[config.mk]
export PLATFORM = sky130hd
export DESIGN_NAME = regfile_wb_arbiter_flat
export DESIGN_NICKNAME = d
export VERILOG_FILES = /design/src/rtl/regfile_wb_arbiter_pkg.sv /design/src/rtl/regfile_wb_arbiter_if.sv /design/src/rtl/regfile_wb_arbiter_rr.sv /design/src/rtl/regfile_wb_arbiter.sv /design/src/flat_wrapper.sv
export SDC_FILE = /design/constraint.sdc
export NUM_CORES = 1
export LEC_CHECK = 0
export ABC_AREA = 1
export CORE_MARGIN = 4
export CORE_UTILIZATION = 54
export CTS_BUF_LIST = sky130_fd_sc_hd__clkbuf_16
export DETAILED_ROUTE_END_ITERATION = 8
export DONT_BUFFER_PORTS = 1
export GPL_TIMING_DRIVEN = 0
export PLACE_DENSITY = 0.72
export SKIP_LAST_GASP = 1
export SLEW_MARGIN = 20
export SYNTH_ARGS = -nofsm -noshare
export SYNTH_HDL_FRONTEND = slang
export SYNTH_HIERARCHICAL = 1
export SYNTH_SLANG_ARGS = --single-unit
export TNS_END_PERCENT = 10
[constraint.sdc]
create_clock -name i_clk -period 3.2 [get_ports i_clk]
set_clock_uncertainty 0.1 [all_clocks]
set_input_delay 0.32 -clock i_clk [delete_from_list [all_inputs] [get_ports i_clk]]
set_output_delay 0.32 -clock i_clk [all_outputs]
set_load 0.01 [all_outputs]
[src/rtl/regfile_wb_arbiter_pkg.sv]
// regfile_wb_pkg: shared types and constants for the register-file writeback
// arbiter (regfile_wb_arbiter, its interface and rr_arbiter).
//   - wb_state_e : arbiter FSM states (ST_INIT sweep, ST_RUN arbitration)
//   - REG_ZERO   : architectural zero register address (writes are dropped)
//   - DEF_*      : default widths / requester count
package regfile_wb_pkg;

  localparam int DEF_DATA_WIDTH = 32;
  localparam int DEF_ADDR_WIDTH = 5;
  localparam int DEF_N_REQ      = 3;

  localparam logic [DEF_ADDR_WIDTH-1:0] REG_ZERO = '0;

  typedef enum logic {
    ST_INIT = 1'b0,
    ST_RUN  = 1'b1
  } wb_state_e;

  // Index width for a requester count; never zero so N_REQ=1 corner cases
  // still elaborate.
  function automatic int idx_w(input int n);
    return (n > 1) ? $clog2(n) : 1;
  endfunction

endpackage

[src/rtl/regfile_wb_arbiter_if.sv]
// regfile_wb_arbiter_if: bundles the writeback requester handshake and the
// register-file write port seen by regfile_wb_arbiter.
//   i_req_valid / i_req_addr / i_req_data : packed per-requester requests
//   o_req_ready                            : one-hot grant (handshake = valid & ready)
//   o_reg_write / o_rd_addr / o_rd_data    : registered register-file write port
//   o_busy                                 : post-reset zero sweep in progress
// Modports: slave = arbiter side, master = requesters / register-file side.
interface regfile_wb_arbiter_if
  import regfile_wb_pkg::*;
#(
  parameter int DATA_WIDTH = DEF_DATA_WIDTH,
  parameter int ADDR_WIDTH = DEF_ADDR_WIDTH,
  parameter int N_REQ      = DEF_N_REQ
);

  logic [N_REQ-1:0]            i_req_valid;
  logic [N_REQ*ADDR_WIDTH-1:0] i_req_addr;
  logic [N_REQ*DATA_WIDTH-1:0] i_req_data;
  logic [N_REQ-1:0]            o_req_ready;
  logic                        o_reg_write;
  logic [ADDR_WIDTH-1:0]       o_rd_addr;
  logic [DATA_WIDTH-1:0]       o_rd_data;
  logic                        o_busy;

  modport slave (
    input  i_req_valid, i_req_addr, i_req_data,
    output o_req_ready, o_reg_write, o_rd_addr, o_rd_data, o_busy
  );

  modport master (
    output i_req_valid, i_req_addr, i_req_data,
    input  o_req_ready, o_reg_write, o_rd_addr, o_rd_data, o_busy
  );

endinterface

[src/rtl/regfile_wb_arbiter_rr.sv]
// rr_arbiter: purely combinational round-robin pick.
//   i_req       : request vector
//   i_ptr       : highest-priority index this cycle
//   o_grant     : one-hot grant (all zero when no request)
//   o_grant_idx : index of the granted requester (0 when no request)
// Search order is i_ptr, i_ptr+1, ... wrapping from N_REQ-1 to 0.
module rr_arbiter
  import regfile_wb_pkg::*;
#(
  parameter  int N_REQ = DEF_N_REQ,
  localparam int IDX_W = idx_w(N_REQ)
) (
  input  logic [N_REQ-1:0] i_req,
  input  logic [IDX_W-1:0] i_ptr,
  output logic [N_REQ-1:0] o_grant,
  output logic [IDX_W-1:0] o_grant_idx
);

  // One extra bit so ptr+offset can exceed N_REQ-1 before wrapping.
  logic [IDX_W:0] pos;

  // Walk offsets from the farthest to the nearest; the last hit (smallest
  // offset from i_ptr) overwrites earlier ones and wins.
  always_comb begin
    o_grant     = '0;
    o_grant_idx = '0;
    pos         = '0;
    for (int k = N_REQ - 1; k >= 0; k--) begin
      pos = {1'b0, i_ptr} + (IDX_W+1)'(k);
      if (pos >= (IDX_W+1)'(N_REQ)) pos = pos - (IDX_W+1)'(N_REQ);
      if (i_req[pos[IDX_W-1:0]]) begin
        o_grant                   = '0;
        o_grant[pos[IDX_W-1:0]]   = 1'b1;
        o_grant_idx               = pos[IDX_W-1:0];
      end
    end
  end

endmodule

[src/rtl/regfile_wb_arbiter.sv]
// regfile_wb_arbiter: shares the single register-file write port among N_REQ
// writeback requesters with valid/ready handshakes and round-robin fairness.
// Ports:
//   i_clk   : clock, all state on rising edge
//   i_rst_n : asynchronous active-low reset
//   bus     : regfile_wb_arbiter_if.slave (requests, grant, write port, busy)
// Build option: define REGFILE_WB_INIT_SWEEP_EN to add a post-reset sweep
// (ST_INIT) that writes zero to x1..x(2^ADDR_WIDTH-1), one per cycle, with
// o_busy high and no grants. Without it the block resets straight into
// ST_RUN and o_busy is tied low.
// Write-port outputs are registered: a handshake in cycle t shows up as a
// one-cycle o_reg_write in t+1. Requests to x0 handshake normally but never
// raise o_reg_write.
module regfile_wb_arbiter
  import regfile_wb_pkg::*;
#(
  parameter int DATA_WIDTH = DEF_DATA_WIDTH,
  parameter int ADDR_WIDTH = DEF_ADDR_WIDTH,
  parameter int N_REQ      = DEF_N_REQ
) (
  input logic                 i_clk,
  input logic                 i_rst_n,
  regfile_wb_arbiter_if.slave bus
);

  localparam int IDX_W = idx_w(N_REQ);

`ifdef REGFILE_WB_INIT_SWEEP_EN
  localparam wb_state_e RST_STATE = ST_INIT;
`else
  localparam wb_state_e RST_STATE = ST_RUN;
`endif

  wb_state_e             state_q, state_d;
  logic [IDX_W-1:0]      ptr_q, ptr_d;
  logic                  wr_q, wr_d;
  logic [ADDR_WIDTH-1:0] addr_q, addr_d;
  logic [DATA_WIDTH-1:0] data_q, data_d;
`ifdef REGFILE_WB_INIT_SWEEP_EN
  logic [ADDR_WIDTH-1:0] cnt_q, cnt_d;
`endif

  logic [N_REQ-1:0]      grant;
  logic [IDX_W-1:0]      grant_idx;
  logic [N_REQ-1:0]      ready;
  logic                  run_en;
  logic                  hs;
  logic [ADDR_WIDTH-1:0] gnt_addr;
  logic [DATA_WIDTH-1:0] gnt_data;

  rr_arbiter #(.N_REQ(N_REQ)) u_rr (
    .i_req       (bus.i_req_valid),
    .i_ptr       (ptr_q),
    .o_grant     (grant),
    .o_grant_idx (grant_idx)
  );

  // Grants are combinational, so they are also qualified with the raw reset
  // to keep o_req_ready low while reset is held in the no-sweep build.
  assign run_en = (state_q == ST_RUN) && i_rst_n;
  assign ready  = run_en ? grant : '0;
  // The arbiter only grants valid requesters, so any ready bit is a handshake.
  assign hs     = |ready;

  assign gnt_addr = bus.i_req_addr[int'(grant_idx)*ADDR_WIDTH +: ADDR_WIDTH];
  assign gnt_data = bus.i_req_data[int'(grant_idx)*DATA_WIDTH +: DATA_WIDTH];

  always_comb begin
    state_d = state_q;
    ptr_d   = ptr_q;
    wr_d    = 1'b0;
    addr_d  = addr_q;
    data_d  = data_q;
`ifdef REGFILE_WB_INIT_SWEEP_EN
    cnt_d   = cnt_q;
`endif
    case (state_q)
`ifdef REGFILE_WB_INIT_SWEEP_EN
      ST_INIT: begin
        wr_d   = 1'b1;
        addr_d = cnt_q;
        data_d = '0;
        cnt_d  = cnt_q + 1'b1;
        // Last register is all-ones; leave the sweep on the edge that writes it.
        if (&cnt_q) state_d = ST_RUN;
      end
`endif
      ST_RUN: begin
        if (hs) begin
          ptr_d = (grant_idx == IDX_W'(N_REQ - 1)) ? '0 : grant_idx + 1'b1;
          // x0 is hardwired zero: consume the request but drop the write.
          if (gnt_addr != ADDR_WIDTH'(REG_ZERO)) begin
            wr_d   = 1'b1;
            addr_d = gnt_addr;
            data_d = gnt_data;
          end
        end
      end
      default: state_d = ST_RUN;
    endcase
  end

  always_ff @(posedge i_clk or negedge i_rst_n) begin
    if (!i_rst_n) begin
      state_q <= RST_STATE;
      ptr_q   <= '0;
      wr_q    <= 1'b0;
      addr_q  <= '0;
      data_q  <= '0;
`ifdef REGFILE_WB_INIT_SWEEP_EN
      cnt_q   <= ADDR_WIDTH'(1);
`endif
    end else begin
      state_q <= state_d;
      ptr_q   <= ptr_d;
      wr_q    <= wr_d;
      addr_q  <= addr_d;
      data_q  <= data_d;
`ifdef REGFILE_WB_INIT_SWEEP_EN
      cnt_q   <= cnt_d;
`endif
    end
  end

  assign bus.o_req_ready = ready;
  assign bus.o_reg_write = wr_q;
  assign bus.o_rd_addr   = addr_q;
  assign bus.o_rd_data   = data_q;
`ifdef REGFILE_WB_INIT_SWEEP_EN
  assign bus.o_busy      = (state_q == ST_INIT);
`else
  assign bus.o_busy      = 1'b0;
`endif

endmodule
[src/flat_wrapper.sv]
// flat-port wrapper written by rule: the top's interface ports become plain ports
module regfile_wb_arbiter_flat import regfile_wb_pkg::*;
#(
  parameter int DATA_WIDTH = DEF_DATA_WIDTH,
  parameter int ADDR_WIDTH = DEF_ADDR_WIDTH,
  parameter int N_REQ      = DEF_N_REQ
)
  (i_clk, i_rst_n, bus_i_req_valid, bus_i_req_addr, bus_i_req_data, bus_o_req_ready, bus_o_reg_write, bus_o_rd_addr, bus_o_rd_data, bus_o_busy);
  regfile_wb_arbiter_if #(.DATA_WIDTH(DATA_WIDTH), .ADDR_WIDTH(ADDR_WIDTH), .N_REQ(N_REQ)) bus_i ();
  input logic i_clk;
  input logic i_rst_n;
  input wire logic [$bits(bus_i.i_req_valid)-1:0] bus_i_req_valid;
  input wire logic [$bits(bus_i.i_req_addr)-1:0] bus_i_req_addr;
  input wire logic [$bits(bus_i.i_req_data)-1:0] bus_i_req_data;
  output wire logic [$bits(bus_i.o_req_ready)-1:0] bus_o_req_ready;
  output wire logic [$bits(bus_i.o_reg_write)-1:0] bus_o_reg_write;
  output wire logic [$bits(bus_i.o_rd_addr)-1:0] bus_o_rd_addr;
  output wire logic [$bits(bus_i.o_rd_data)-1:0] bus_o_rd_data;
  output wire logic [$bits(bus_i.o_busy)-1:0] bus_o_busy;
  assign bus_i.i_req_valid = bus_i_req_valid;
  assign bus_i.i_req_addr = bus_i_req_addr;
  assign bus_i.i_req_data = bus_i_req_data;
  assign bus_o_req_ready = bus_i.o_req_ready;
  assign bus_o_reg_write = bus_i.o_reg_write;
  assign bus_o_rd_addr = bus_i.o_rd_addr;
  assign bus_o_rd_data = bus_i.o_rd_data;
  assign bus_o_busy = bus_i.o_busy;
  regfile_wb_arbiter #(.DATA_WIDTH(DATA_WIDTH), .ADDR_WIDTH(ADDR_WIDTH), .N_REQ(N_REQ)) u_core (.i_clk(i_clk), .i_rst_n(i_rst_n), .bus(bus_i));
endmodule
==> reports/qor.yml, run 1 <==
wl_per_cell_um: 16.24
setup.worst_path.end: "u_core/bus.o_rd_data[6]$_DFFE_PN0P_"
numPlacedInstances: 475
insertion_delay_ps: 280
timing.max_cap.violations: 0
setup_repair_after_global_routing_missed_its_margin: "false"
r2r_setup_slk_ps: 260
layout.nets: 537
cpLargestDelayFamily: "simple AND/OR/NAND/NOR gates"
setup_viol: 0
syn_avg_cell_area_um2: 6.630
status: "finished clean"
detailroute.wirelength.met2_um: 3756
path_depth: 18
antenna_violations_before_repair: 0
critical_path_required_ps: 3320
first_iter_violations: 173
worst_setup_path_end_kind: "flop"
critical_path.reg2reg.endpoint: "u_core/bus.o_rd_data[6]$_DFFE_PN0P_"
layout_common_cells: "sky130_fd_sc_hd__nand2_1, sky130_fd_sc_hd__nand3_1, sky130_fd_sc_hd__dfrtp_1"
number_of_buffers_created_by_cts: 5
dr.pass1.iters: 4
areaGrowthSynthToFinish_pct: 9.898
die_height_um: 78.78
tritoncts_clock_tree: "yes"
cts.clk_slew.worst_paths_ps: 60
sequential_cell_area_mm2: 0.001001
cts-root-buf: "sky130_fd_sc_hd__clkbuf_16"
synth.ff_latch_count: 40
finalWorstPathRequiredPeriod_ps: 2942
critical_path.startpoint_type: "flop"
top_layer_used: "met4"
worstReg2RegStart: "u_core/ptr_q[0]$_DFFE_PN0P_"
hpwl_dp_um: 6061
wire_length_after_detailed_routing_um: 7878
multi_input_comb_area_mm2: 0.001493
max_freq_mhz: 339.9
cp_cell_sequence: "inv_1, ha_1, o21ai_2, nand2_2, nand2_1, nand2_2, nand2_1, buf_2, inv_1, nand3_1, nand3_1, nor2_2, nand2_1, nand2_1, buf_6, buf_6, nand3_1, nand2_1"
via_count_normalized_by_instance_count: 5.631
crit_arrival_ps: 3060
place.gp.congestion: 0.8942
ratio_of_cells_with_drive_above_1_in_the_final_layout: 0.1196
timing_max_transition_violations_final: 0
timing.setup.critical_path_class: "reg -> reg"
numClockSinks: 40
core_region_area_mm2: 0.004786
fillCellCount: 475
grt_usage: 0.2537
grt_start_max_net_pins: 41
critPathMostFrequentCell: "sky130_fd_sc_hd__nand2_1"
synth.cell_area_mm2: 0.002705
number_of_standard_cells_after_synthesis: 408
floorplan.die_area_mm2: 0.006206
final_hold_viol_count: 0
io-pin-count: 158
antenna-diode-count: 0
setup_total_negative_slack_ps: 0
drt-met1-wl_um: 3208
netlist-cell-type-count: 20
synthesis.nets: 528
total_met3_wirelength_after_detailed_routing_um: 792
combined_buffer_and_inverter_count_along_the_critical_path: 5
critical_path_peak_fanout: 10
detailed_route_via_count: 2731
drt_drc_violations_left: 0
worst_path_max_delay_cell: "sky130_fd_sc_hd__dfrtp_1"
global_route.overflow_total: 0
seq_area_frac_synth: 0.3700
grt_pass1_wl_um: 12520
synth-warning-count: 6
htree_num_levels: 2
final_common_cell: "sky130_fd_sc_hd__nand2_1"
worst_setup_path_startpoint: "u_core/ptr_q[0]$_DFFE_PN0P_"
count_of_placed_standard_cells_in_the_final_layout_fillers_left_out: 485
reg2reg_depth: 18
max_stage_delay_ps: 390
rows: 25
cts_max_path_buffers: 2
min_period_over_period: 0.9193
placement.io_buffers: 0
antenna_violating_nets_remaining: 0
holdCritPathClass: "in -> reg"
chipWidth_um: 78.78
grt_pass1_vias: 2548
initial_utilization: 0.5652
[Yosys cell counts]
cell / number / share of area
sky130_fd_sc_hd__buf_2: 12 / 0.022
sky130_fd_sc_hd__nor2_1: 3 / 0.0042
sky130_fd_sc_hd__inv_1: 13 / 0.018
sky130_fd_sc_hd__nand3_1: 122 / 0.23
sky130_fd_sc_hd__nor2_2: 3 / 0.0069
sky130_fd_sc_hd__buf_6: 4 / 0.017
sky130_fd_sc_hd__dfrtp_1: 40 / 0.37
sky130_fd_sc_hd__conb_1: 1 / 0.0014
sky130_fd_sc_hd__inv_2: 6 / 0.0083
sky130_fd_sc_hd__mux2_2: 1 / 0.0042
sky130_fd_sc_hd__nand2_1: 172 / 0.24
sky130_fd_sc_hd__ha_1: 4 / 0.019
sky130_fd_sc_hd__buf_4: 1 / 0.0028
sky130_fd_sc_hd__nand2_2: 5 / 0.012
sky130_fd_sc_hd__a21oi_1: 1 / 0.0018
sky130_fd_sc_hd__nand3_2: 7 / 0.026
sky130_fd_sc_hd__nand2_4: 1 / 0.0042
sky130_fd_sc_hd__o21ai_1: 1 / 0.0018
sky130_fd_sc_hd__clkbuf_1: 10 / 0.014
sky130_fd_sc_hd__o21ai_2: 1 / 0.0032
[how the worst min path moves through the flow]
stage,from,to,slack [ps],cells after the start
final,bus_i_req_data[47],u_core/bus.o_rd_data[15]$_DFFE_PN0P_,190,4
after global routing,bus_i_req_data[60],u_core/bus.o_rd_data[28]$_DFFE_PN0P_,200,4
after floorplan,i_rst_n,u_core/bus.o_rd_addr[0]$_DFFE_PN0P_,-80,0
after global placement,i_rst_n,u_core/bus.o_rd_addr[2]$_DFFE_PN0P_,-70,0
after detailed placement,i_rst_n,u_core/bus.o_rd_data[6]$_DFFE_PN0P_,-70,0
after CTS,bus_i_req_data[36],u_core/bus.o_rd_data[4]$_DFFE_PN0P_,190,4
[final cells by class]
cell class	count	share of cell area
inverters	19	0.02399
multi-input cells	322	0.5021
flip-flops and latches	40	0.3367
plain buffers	27	0.05177
clock inverters	3	0.005051
repair buffers	2	0.01010
clock buffers	5	0.04209
well taps	67	0.02820
[registers in the layout, indices dropped and copies added (netlist names)]
signal,cells
u_core/bus.o_reg_write,1
u_core/bus.o_rd_data,32
u_core/ptr_q,2
u_core/bus.o_rd_addr,5
[tightest hold or removal path: stages]
cell and delay (ps):
sky130_fd_sc_hd__nand2_1 30, sky130_fd_sc_hd__nand3_1 50, sky130_fd_sc_hd__nand3_1 70, sky130_fd_sc_hd__nand2_1 60
[cell families (layout without fill, tap and decap cells)]
group,after synthesis,in the layout,synth area share
compound gates,3,3,0.006935
fa+ha+maj,4,4,0.01850
buf+inv,46,56,0.08187
flops,40,40,0.3700
mux,1,1,0.004163
other cells,1,1,0.001386
simple gates,313,313,0.5171
[metal layers]
metal  global-route usage  vias up
met5                    0        -
met4              0.06818        0
met3              0.08277       10
met2               0.3964      115
met1               0.3387     1270
li1                     -     1336
[per-stage QoR]
step	area, um2	setup WS [ps]	util	hold WS (ps)
2_1_floorplan	2705	635.8	-	-75.59
4_1_cts	2959	222.6	0.6183	189.4
3_5_place_dp	2789	235.8	0.5827	-72.86
6_report	2973	258.2	0.6212	192.9
5_1_grt	2973	30.86	0.6212	202.4
3_3_place_gp	2789	278.6	0.5827	-73.56
[repair_timing]
item,4_1_cts,5_1_grt
hold buffers,2,0
gates resized for setup,0,5
endpoints found under the setup margin,0,11
buffers inserted,0,0
hold endpoints to repair,40,0
Power of run 1 is left out: the tool's default activity adds up to more than one toggle a clock period on the data nets, which glitch-free logic cannot reach.
==> inputs of run 2 (changes only) <==
- clock period: 3.2 -> 3.7 ns (I/O delays scaled with it)
==> reports/qor.yml, run 2 (same netlist as run 1, synthesis figures left out) <==
place.gp.congestion: 0.8942  # unchanged
global_route.overflow_total: 0  # unchanged
number_of_flip_flops_under_the_largest_register_name: 32  # unchanged
timing.setup.critical_path_class: "reg -> reg"
ctsHoldBuffers: 2  # unchanged
areaGrowthSynthToFinish_pct: 9.390
sequential_cell_area_mm2: 0.001001  # unchanged
cts.clk_slew.worst_paths_ps: 60  # about the same
multi_input_comb_area_mm2: 0.001483  # -0.67%
initial_utilization: 0.5652  # unchanged
tritoncts_clock_tree: "yes"
ratio_of_cells_with_drive_above_1_in_the_final_layout: 0.1148  # -0.004785
timing.hold.worst_path_depth: 4  # unchanged
critical_path_peak_fanout: 10  # unchanged
slew_headroom: 0.6627
critical_path.startpoint_type: "flop"
worst_hold_startpoint: "bus_i_req_data[33]"
numClockSinks: 40  # unchanged
finalWorstPathRequiredPeriod_ps: 2977  # +35.11 ps
grt_pass1_wl_um: 12520  # unchanged
placement.io_buffers: 0  # unchanged
layout_common_cells: "sky130_fd_sc_hd__nand2_1, sky130_fd_sc_hd__nand3_1, sky130_fd_sc_hd__dfrtp_1"
reg2reg_depth: 13  # -5
final_hold_viol_count: 0  # unchanged
layout.nets: 537  # unchanged
min_period_over_period: 0.8046  # -0.1147
grt_pass1_vias: 2548  # unchanged
chipWidth_um: 78.78  # unchanged
max_freq_mhz: 335.9  # -1.2%
number_of_buffers_created_by_cts: 5  # unchanged
critical_path_required_ps: 3810  # +490 ps
insertion_delay_ps: 280  # about the same
htree_num_levels: 2  # unchanged
min_to: "u_core/bus.o_rd_data[1]$_DFFE_PN0P_"
setup_total_negative_slack_ps: 0  # unchanged
antenna_violating_nets_remaining: 0  # unchanged
first_iter_violations: 187  # +8.1%
tightestPinTransition_ps: 506.0
critical_path.reg2reg.endpoint: "u_core/bus.o_rd_data[14]$_DFFE_PN0P_"
timing.max_cap.violations: 0  # unchanged
hpwl_dp_um: 6061  # unchanged
via_count_normalized_by_instance_count: 5.614  # -0.29%
crit_arrival_ps: 3090  # +30 ps
core_region_area_mm2: 0.004786  # unchanged
floorplan.die_area_mm2: 0.006206  # unchanged
timing_max_transition_violations_final: 0  # unchanged
cts_max_path_buffers: 2  # unchanged
setup_repair_after_global_routing_missed_its_margin: "false"
rows: 25  # unchanged
drt_drc_violations_left: 0  # unchanged
cts-root-buf: "sky130_fd_sc_hd__clkbuf_16"
post-cts-setup-buffer-count: 0  # unchanged
die_height_um: 78.78  # unchanged
holdCritPathClass: "in -> reg"
wl_per_cell_um: 16.27  # +0.15%
fillCellCount: 480  # +1.1%
postCtsResizedCells: 0  # unchanged
worst_setup_path_end_kind: "flop"
wire_length_after_detailed_routing_um: 7890  # +0.15%
grt_start_max_net_pins: 41  # unchanged
final_common_cell: "sky130_fd_sc_hd__nand2_1"
antenna-diode-count: 0  # unchanged
setup_viol: 0  # unchanged
detailed_route_via_count: 2723  # -0.29%
status: "finished clean"
worstReg2RegStart: "u_core/ptr_q[0]$_DFFE_PN0P_"
antenna_violations_before_repair: 0  # unchanged
r2r_setup_slk_ps: 720  # +460 ps
io-pin-count: 158  # unchanged
dr.pass1.iters: 4  # unchanged
grt_usage: 0.2537  # unchanged
==> run 2: worst max-delay path by stage <==
stage | from | endpoint | slack (ps) | depth (start not counted)
after global routing | u_core/ptr_q[0]$_DFFE_PN0P_ | u_core/bus.o_rd_data[6]$_DFFE_PN0P_ | 410 | 16
after CTS | u_core/ptr_q[0]$_DFFE_PN0P_ | u_core/bus.o_rd_data[14]$_DFFE_PN0P_ | 720 | 13
final | u_core/ptr_q[0]$_DFFE_PN0P_ | u_core/bus.o_rd_data[14]$_DFFE_PN0P_ | 720 | 13
after global placement | u_core/ptr_q[0]$_DFFE_PN0P_ | u_core/bus.o_rd_data[14]$_DFFE_PN0P_ | 780 | 13
after detailed placement | u_core/ptr_q[0]$_DFFE_PN0P_ | u_core/bus.o_rd_data[6]$_DFFE_PN0P_ | 740 | 13
after floorplan | u_core/ptr_q[0]$_DFFE_PN0P_ | u_core/bus.o_rd_addr[0]$_DFFE_PN0P_ | 1140 | 20
==> run 2: layout make-up <==
cell class / instances / area share
Inverter: 19 / 0.02410
Clock buffer: 5 / 0.04228
Tap cell: 67 / 0.02833
Timing Repair Buffer: 2 / 0.01015
Buffer: 27 / 0.05074
Sequential cell: 40 / 0.3383
Multi-Input combinational cell: 322 / 0.5011
Clock inverter: 3 / 0.005074
==> run 2: per-layer routing <==
| layer | part of all wire | global-route usage | vias to the layer above |
|---|---|---|---|
| met5 | 0 | 0 | - |
| met4 | 0.015 | 0.06818 | 0 |
| met3 | 0.099 | 0.08277 | 10 |
| met2 | 0.47 | 0.3964 | 109 |
| met1 | 0.41 | 0.3387 | 1266 |
| li1 | - | - | 1338 |
==> run 2: metrics by stage <==
| stage | setup slack, ps | std cells | instance area [um2] | hold WS [ps] | util |
|---|---|---|---|---|---|
| after floorplan | 1136 | 408 | 2705 | -25.59 | - |
| after global placement | 778.6 | 475 | 2789 | -23.56 | 0.5827 |
| after detailed placement | 735.8 | 475 | 2789 | -22.86 | 0.5827 |
| after CTS | 722.6 | 485 | 2959 | 239.4 | 0.6183 |
| after global routing | 411.0 | 485 | 2959 | 252.4 | 0.6183 |
| final | 723.1 | 485 | 2959 | 241.7 | 0.6183 |
==> run 2: worst max-delay path, cell delays in order, from the launching register on <==
cell and delay [ps]:
sky130_fd_sc_hd__dfrtp_1 390, sky130_fd_sc_hd__inv_1 80, sky130_fd_sc_hd__ha_1 370, sky130_fd_sc_hd__o21ai_2 290, sky130_fd_sc_hd__nand2_2 100, sky130_fd_sc_hd__nand2_1 90, sky130_fd_sc_hd__nand2_2 60, sky130_fd_sc_hd__nand2_1 50
sky130_fd_sc_hd__nand2_1 60, sky130_fd_sc_hd__nand3_1 210, sky130_fd_sc_hd__clkbuf_1 430, sky130_fd_sc_hd__clkbuf_1 410, sky130_fd_sc_hd__nand3_1 180, sky130_fd_sc_hd__nand2_1 100
Power of run 2 is left out for the same reason.
==> inputs of run 3 (changes only) <==
- PLACE_DENSITY: 0.72 -> 0.75
- clock period: 3.7 -> 2.7 ns (I/O delays scaled with it)
==> reports/qor.yml, run 3 (same netlist as run 1, synthesis figures left out) <==
final_std_cell_area_no_fill_mm2: 0.003343  # +13%
cts.clk_slew.worst_paths_ps: 60  # about the same
detailed_route_via_count: 2868  # +5.3%
tritoncts_clock_tree: "yes"
die_height_um: 78.78  # unchanged
critical_path.startpoint_type: "flop"
chipWidth_um: 78.78  # unchanged
wire_length_after_detailed_routing_um: 8681  # +10%
worst_setup_path_startpoint: "u_core/ptr_q[0]$_DFFE_PN0P_"
insertion_delay_ps: 280  # about the same
grt_pass1_vias: 2480  # -2.7%
grt_pass1_wl_um: 12370  # -1.2%
first_iter_violations: 146  # -22%
layout.nets: 552  # +2.8%
initial_utilization: 0.5652  # unchanged
setup_total_negative_slack_ps: -15.07  # -15.07 ps
final_common_cell: "sky130_fd_sc_hd__nand2_1"
grt.met1_usage: 0.3294  # -0.009228
grt.met2_usage: 0.4143  # +0.01783
antenna_violations_before_repair: 0  # unchanged
number_of_flip_flops_under_the_largest_register_name: 32  # unchanged
worstReg2RegStart: "u_core/ptr_q[0]$_DFFE_PN0P_"
dr.pass1.iters: 5  # +1
rows: 25  # unchanged
via_count_normalized_by_instance_count: 5.736  # +2.2%
final_hold_viol_count: 0  # unchanged
htree_num_levels: 2  # unchanged
numClockSinks: 40  # unchanged
timing.max_cap.violations: 0  # unchanged
timing_max_transition_violations_final: 0  # unchanged
holdWs_ps: 141.7  # -99.96 ps
drt_drc_violations_left: 0  # unchanged
holdCritPathClass: "in -> reg"
setup_repair_after_global_routing_missed_its_margin: "true"
crit_arrival_ps: 2820  # -270 ps
antenna-diode-count: 0  # unchanged
hpwl_dp_um: 5953  # -1.8%
wl_per_cell_um: 17.36  # +6.7%
worst_hold_startpoint: "bus_i_req_data[56]"
place.gp.congestion: 0.8902  # -0.45%
final_core_util: 0.6986  # +0.08026
grt_usage: 0.2533  # -0.0004245
grt_start_max_net_pins: 41  # unchanged
violations_in_the_final_reports: "negative setup slack"
status: "finished with violations"
cts-root-buf: "sky130_fd_sc_hd__clkbuf_16"
floorplan.die_area_mm2: 0.006206  # unchanged
cts_max_path_buffers: 2  # unchanged
ratio_of_cells_with_drive_above_1_in_the_final_layout: 0.2125  # +0.09764
io-pin-count: 158  # unchanged
global_route.overflow_total: 0  # unchanged
layout_common_cells: "sky130_fd_sc_hd__nand2_1, sky130_fd_sc_hd__nand3_1, sky130_fd_sc_hd__dfrtp_1"
timing.setup.critical_path_class: "reg -> reg"
placement.io_buffers: 0  # unchanged
groute.layer.met3.usage: 0.08390  # +0.001134
critical_path_required_ps: 2810  # -1000 ps
core_region_area_mm2: 0.004786  # unchanged
antenna_violating_nets_remaining: 0  # unchanged
number_of_buffers_created_by_cts: 5  # unchanged
max_freq_mhz: 369.1  # +9.9%
final_critical_path_setup_slack_ps: -9.436  # -732.6 ps
setup_viol: 2  # +2
areaGrowthSynthToFinish_pct: 23.59
min_period_over_period: 1.003  # +0.1989
critical_path_peak_fanout: 5  # -5
detailed_place.area_mm2: 0.002789  # unchanged
finalWorstPathRequiredPeriod_ps: 2709  # -267.4 ps
worst_setup_path_end_kind: "flop"
globalRoute.busiestLayer: "met2"
-- run 3: cell types whose count changed in the layout (fill, tap and decap cells not counted), moves of 3 or more --
cell	previous run	this run
sky130_fd_sc_hd__buf_4	1	16
sky130_fd_sc_hd__nand3_4	0	3
sky130_fd_sc_hd__clkbuf_4	0	3
sky130_fd_sc_hd__nor2_4	0	4
sky130_fd_sc_hd__buf_2	12	3
sky130_fd_sc_hd__buf_8	0	3
sky130_fd_sc_hd__inv_1	14	11
sky130_fd_sc_hd__nand2_1	172	163
sky130_fd_sc_hd__clkbuf_1	10	3
sky130_fd_sc_hd__nand2_4	1	4
sky130_fd_sc_hd__clkbuf_2	0	6
sky130_fd_sc_hd__nand3_1	122	117
sky130_fd_sc_hd__nand2_2	5	11
-- run 3: critical path: stages, from the launching register on --
cell	delay, ps
sky130_fd_sc_hd__dfrtp_1	410
sky130_fd_sc_hd__inv_2	100
sky130_fd_sc_hd__ha_4	230
sky130_fd_sc_hd__inv_4	90
sky130_fd_sc_hd__nand2_2	50
sky130_fd_sc_hd__nand3_2	100
sky130_fd_sc_hd__nand2_2	70
sky130_fd_sc_hd__nand2_2	70
sky130_fd_sc_hd__nand2_1	80
sky130_fd_sc_hd__nand2_2	80
sky130_fd_sc_hd__nand2_4	80
sky130_fd_sc_hd__buf_4	150
sky130_fd_sc_hd__nand3_1	140
sky130_fd_sc_hd__nand3_4	110
sky130_fd_sc_hd__nor2_4	170
sky130_fd_sc_hd__nand2_2	80
sky130_fd_sc_hd__nand2_4	90
sky130_fd_sc_hd__buf_8	140
sky130_fd_sc_hd__clkbuf_16	140
sky130_fd_sc_hd__nand3_1	80
sky130_fd_sc_hd__nand2_1	70
-- run 3: path summary, 6_finish.rpt --
path                                                         to  cells past startpoint  slack (ps)
min reg2reg                 u_core/bus.o_rd_addr[1]$_DFFE_PN0P_                      2         440
min                        u_core/bus.o_rd_data[24]$_DFFE_PN0P_                      4         140
max in group asynchronous   u_core/bus.o_rd_addr[0]$_DFFE_PN0P_                      2        1920
max reg2reg                 u_core/bus.o_rd_data[4]$_DFFE_PN0P_                     20          -9
max                         u_core/bus.o_rd_data[4]$_DFFE_PN0P_                     20          -9
min in group asynchronous   u_core/bus.o_rd_addr[2]$_DFFE_PN0P_                      2         360
-- run 3: final cells by class --
type,count,area [um2]
plain buffers,27,210.2
clock buffers,5,125.1
clock inverters,3,37.54
fillers,436,1443
inverters,19,73.82
multi-input cells,322,1629
flip-flops and latches,40,1002
well taps,67,83.83
repair buffers,17,181.4
-- run 3: metrics by stage --
step,instances,worst slack (ps)
floorplan,408,135.8
global placement,475,-213.6
detailed placement,475,-254.7
CTS,490,-14.06
global route,500,-130.1
finish,500,-9.436
-- run 3: timing repair --
item,4_1_cts,5_1_grt
endpoints found under the hold margin,40,0
hold buffers,2,0
setup buffers,5,7
endpoints found under the setup margin,40,39
pin swaps,1,16
gates resized for setup,18,53
cloned,0,3
-- run 3: routing by layer --
layer / part of all wire / vias up
li1: - / 1370
met3: 0.11 / 4
met2: 0.51 / 150
met1: 0.37 / 1344
met4: 0.0056 / 0
met5: 0 / -
Power of run 3 is left out for the same reason.
